### config.mk
export PLATFORM = sky130hd
export DESIGN_NAME = fx2_stream_writer
export DESIGN_NICKNAME = d
export VERILOG_FILES = /design/src/rtl/fx2_stream_writer.sv
export SDC_FILE = /design/constraint.sdc
export NUM_CORES = 1
export LEC_CHECK = 0
export BUFFER_PORTS_ARGS = -buffer_cell sky130_fd_sc_hd__buf_2
export CORE_ASPECT_RATIO = 0.8
export CORE_UTILIZATION = 43
export DETAILED_ROUTE_END_ITERATION = 10
export PLACE_DENSITY = 0.76
export SLEW_MARGIN = 20
export SYNTH_ARGS = -nofsm -noshare
export SYNTH_HDL_FRONTEND = slang
export SYNTH_SLANG_ARGS = --single-unit
export TNS_END_PERCENT = 50
### constraint.sdc
create_clock -name STREAM_CLK -period 1.7 [get_ports STREAM_CLK]
set_clock_uncertainty 0.2 [all_clocks]
set_input_delay 0.255 -clock STREAM_CLK [delete_from_list [all_inputs] [get_ports STREAM_CLK]]
set_output_delay 0.255 -clock STREAM_CLK [all_outputs]
set_load 0.05 [all_outputs]
### src/rtl/fx2_stream_writer.sv
// fx2_stream_writer: valid/ready word stream into FX2 slave-FIFO writes,
// committing short packets with PKTEND after an idle timeout or on disable.
module fx2_stream_writer #(
  parameter int         PKT_WORDS = 256,
  parameter int         TIMEOUT   = 1024,
  parameter logic [1:0] EP_ADDR   = 2'b10
) (
  input  logic        STREAM_CLK,
  input  logic        STREAM_RST_N,
  input  logic        ENABLE,
  input  logic [15:0] DATA,
  input  logic        DATA_VALID,
  output logic        DATA_READY,
  input  logic [2:0]  USB_STREAM_FLAGS_N,
  input  logic        USB_STREAM_FX2Rdy,
  output logic [1:0]  USB_STREAM_FIFOADDR,
  output logic [15:0] USB_STREAM_DATA,
  output logic        USB_STREAM_SLWR_n,
  output logic        USB_STREAM_PKTEND_N,
  output logic        USB_STREAM_SLOE_n,
  output logic        USB_STREAM_SLRD_n,
  output logic [31:0] WORD_COUNT,
  output logic [8:0]  PKT_FILL
);
  localparam int IW = $clog2(TIMEOUT);
  localparam logic [8:0] PMAX = 9'(PKT_WORDS - 1);
  localparam logic [IW-1:0] TMAX = IW'(TIMEOUT - 1);
  typedef enum logic [1:0] {IDLE, WRITE, FLUSH, GAP} state_t;
  state_t state, next;
  logic [8:0] pkt_cnt;
  logic [IW-1:0] idle_cnt;
  logic [31:0] word_cnt;
  logic nfull, accept, partial, flags_unused;
  assign nfull = USB_STREAM_FLAGS_N[1];
  assign flags_unused = ^{USB_STREAM_FLAGS_N[2], USB_STREAM_FLAGS_N[0]};
  assign partial = pkt_cnt != 9'd0;
  assign accept = (state == WRITE) && ENABLE && DATA_VALID && nfull && USB_STREAM_FX2Rdy;
  assign DATA_READY = accept;
  assign USB_STREAM_SLWR_n = ~accept;
  assign USB_STREAM_PKTEND_N = state != FLUSH;
  assign USB_STREAM_DATA = DATA;
  assign USB_STREAM_FIFOADDR = EP_ADDR;
  assign USB_STREAM_SLOE_n = 1'b1;
  assign USB_STREAM_SLRD_n = 1'b1;
  assign WORD_COUNT = word_cnt;
  assign PKT_FILL = pkt_cnt;
  always_comb begin
    next = state;
    case (state)
      IDLE:    next = (ENABLE && USB_STREAM_FX2Rdy && nfull) ? WRITE : IDLE;
      WRITE:   next = !ENABLE ? (partial ? FLUSH : IDLE)
                    : (idle_cnt == TMAX && nfull && partial && !accept) ? FLUSH : WRITE;
      FLUSH:   next = GAP;
      default: next = IDLE;
    endcase
  end
  // full packets auto-commit in the FX2, so pkt_cnt simply wraps
  always_ff @(posedge STREAM_CLK or negedge STREAM_RST_N) begin
    if (!STREAM_RST_N) begin
      state    <= IDLE;
      pkt_cnt  <= 9'd0;
      idle_cnt <= '0;
      word_cnt <= 32'd0;
    end else begin
      state <= next;
      if (accept) begin
        pkt_cnt  <= (pkt_cnt == PMAX) ? 9'd0 : pkt_cnt + 9'd1;
        word_cnt <= word_cnt + 32'd1;
        idle_cnt <= '0;
      end else if (state == WRITE) begin
        idle_cnt <= !partial ? '0 : (idle_cnt == TMAX) ? idle_cnt : idle_cnt + IW'(1);
      end else if (state == FLUSH) begin
        pkt_cnt  <= 9'd0;
        idle_cnt <= '0;
      end
    end
  end
endmodule

==> impl_metrics.py <==
metrics = {
    "run_status": {
        "status": "complete, but fails checks",
        "violations": "setup timing",
    },
    "logic_synthesis": {
        "yosysSeqAreaShare_pct": 46.49,
        "async_flop_share_pct": 100.0,
        "ys_types": 51,
        "synth-edff-count": 0,
        "synth_area_per_cell_um2": 9.871,
        "synth_cells": 289,
        "synth_warnings": 0,
        "ys_ff_latch": 53,
        "syn-cell-area_um2": 2853,
        "ys.flop_type": "dfrtp_1",
    },
    "sta": {
        "period_needed_ps": 1855,
        "post-route-period-util_pct": 109.1,
        "fin_ws_ps": -154.7,
        "fin_setup_tns_ps": -1552,
        "grt_setup_unrepaired": "yes",
        "setup_viol": 27,
        "slew_violations": 0,
        "timing.hold.ws_ps": 67.31,
        "timing_hold_violations_final": 0,
        "fmax_ghz": 0.5392,
    },
    "place": {
        "place_congestion": 0.8518,
        "port_buffers": 49,
        "hpwlAfterDp_mm": 4.984,
        "post-place-ws_ps": -234.3,
    },
    "finish": {
        "n_antenna_cell": 0,
        "final_common_cell": "buf_4",
        "area_delta_synth_final_pct": 45.70,
        "drive_gt1_share_pct": 56.74,
        "finalNetCount": 420,
        "final_cell_mix": "66 x buf_4, 45 x buf_2, 30 x dfrtp_2",
    },
    "setup_path": {
        "cpPeakStageDelay_ps": 400,
        "r2r_cells": 5,
        "worstSetupEndpointType": "output port",
        "start_kind": "flop",
        "slowest_stage": "dfrtp_1",
        "crit_type": "flop to output port",
        "cp_max_fo": 5,
        "cp_cell_sequence": "buf_4 > nand2b_4 > or2_4 > clkinv_4 > buf_8",
        "cp.arrival_ps": 1400,
        "critPathRequiredTime_ps": 1240,
    },
    "pwr": {
        "power.total_mw": 3.650,
        "p_leak_nw": 1.942,
        "vdd_drop_max_uv": 767.3,
        "p_per_area_nw_per_um2": 878.2,
    },
    "cts": {
        "numCtsBuffers": 5,
        "cts_max_level": 2,
        "cts_tree": "built",
        "clock_latency_ps": 330,
        "clk_path_buf_depth": 2,
        "cts.sinks": 53,
        "clkTransAtPathRegs_ps": 100,
        "root_buffer": "clkbuf_8",
    },
    "die": {
        "io_pins": 88,
        "core_um2": 6409,
        "initial_core_util_pct": 44.51,
        "rows": 26,
        "die_x_um": 93.07,
        "die-area_um2": 6966,
        "die_h_um": 74.85,
    },
    "grt": {
        "grt_overflow_total": 0,
        "grt.total_usage_pct": 22.59,
        "grt_pass1_vias": 2502,
        "antenna_found_initial": 0,
        "grt_first_pass_wirelength_mm": 12.04,
        "grt_max_degree": 54,
    },
    "drt": {
        "wire_per_inst_um": 15.97,
        "routed_wirelength_mm": 7.616,
        "antenna_left": 0,
        "firstDrtPassIters": 4,
        "via_count": 2590,
        "viasPerCell": 5.430,
        "drcViolationCount": 0,
        "dr.first_iter.drc_count": 113,
    },
    "hold_path": {
        "hold_path.class": "primary input to flop",
        "hold_depth": 3,
    },
    "flow_run": {
        "maxCapViolations": 0,
    },
}
## state kept, by name (all words and copies together) (netlist names)
| signal | count |
|---|---|
| idle_cnt | 10 |
| state | 2 |
| WORD_COUNT | 32 |
| PKT_FILL | 9 |
## Yosys cell counts, drive strengths merged, types with 2 or more instances
| master | count | area [µm²] |
|---|---|---|
| ha | 4 | 50.05 |
| dfrtp | 53 | 1326 |
| nor3 | 13 | 65.06 |
| and4 | 6 | 52.55 |
| o211ai | 4 | 30.03 |
| a21oi | 8 | 40.04 |
| xnor2 | 20 | 175.2 |
| or2 | 3 | 18.77 |
| inv | 10 | 37.53 |
| and2 | 3 | 18.77 |
| clkbuf | 4 | 15.01 |
| nand4 | 16 | 106.4 |
| conb | 2 | 7.510 |
| a22o | 2 | 17.52 |
| xor2 | 13 | 113.9 |
| o21ai | 6 | 30.03 |
| a31oi | 7 | 43.79 |
| buf | 25 | 181.4 |
| and3 | 5 | 31.28 |
| nor2 | 7 | 26.28 |
| or3 | 5 | 31.28 |
| nand3 | 13 | 65.06 |
| nor3b | 2 | 15.01 |
| nor4 | 7 | 56.30 |
| nand2 | 28 | 105.1 |
| o22a | 2 | 17.52 |
| o311ai | 3 | 26.28 |
## stage by stage
step	cells	util [%]	area, µm²
after floorplan	291	-	3105
after global placement	455	57.87	3709
after detailed placement	455	57.87	3709
after CTS	472	62.44	4001
after global routing	477	64.86	4156
final	477	64.86	4156
## final timing paths
kind	start	endpoint	slack [ps]
worst max-delay path	state[0]$_DFF_PN0_	DATA_READY	-150
worst min-delay path	ENABLE	state[1]$_DFF_PN0_	70
worst max register to register	WORD_COUNT[1]$_DFFE_PN0P_	WORD_COUNT[28]$_DFFE_PN0P_	-120
worst min register to register	WORD_COUNT[31]$_DFFE_PN0P_	WORD_COUNT[31]$_DFFE_PN0P_	270
max in group asynchronous	STREAM_RST_N	PKT_FILL[2]$_DFFE_PN0P_	780
min in group asynchronous	STREAM_RST_N	WORD_COUNT[8]$_DFFE_PN0P_	250
## repair_timing
action,in CTS,in global routing
setup buffers,8,5
setup endpoints to repair,32,54
pin swaps,19,28
gates cloned,0,0
resized for setup,32,31
hold endpoints to repair,53,0
hold buffers,1,0
## where the power goes
| group | total, mW | switching, mW | leakage [nW] | internal, mW |
|---|---|---|---|---|
| clock network | 0.753 | 0.460 | 0.0445 | 0.294 |
| logic | 1.44 | 0.785 | 1.24 | 0.651 |
| registers | 1.46 | 0.0981 | 0.659 | 1.36 |
## worst max-delay path: cells and delay by family, from the launching register on
kind                   cells  cell delay [ps]
and+or+nand+nor            2              330
DFF                        1              400
buffers and inverters      3              350
## per-layer routing
| layer | up-vias | share of wire, % | GRT usage (%) |
|---|---|---|---|
| met5 | - | 0 | 0 |
| met2 | 72 | 51 | 39.38 |
| li1 | 1219 | - | - |
| met1 | 1281 | 43 | 28.53 |
| met4 | 0 | 1.9 | 6.325 |
| met3 | 18 | 4.3 | 5.354 |
## area by class of cell
| type | instances | area [µm²] |
|---|---|---|
| fillers | 506 | 2252 |
| repair buffers | 123 | 879.6 |
| flip-flops and latches | 53 | 1368 |
| well taps | 84 | 105.1 |
| multi-input cells | 198 | 1668 |
| inverters | 11 | 46.29 |
| clock inverters | 3 | 21.27 |
| clock buffers | 5 | 68.82 |
## logic make-up after synthesis
logic type,count (synthesis),synth area share [%]
and+or+nand+nor,115,22.72
DFF,53,46.49
AOI/OAI and AO/OA,40,9.562
buffers and inverters,40,8.333
xor gates and xnor gates,33,10.13
adders and majority gates,4,1.754
other,2,0.2633
muxes,2,0.7456
No activity file was read; power rests on OpenSTA's default activity.
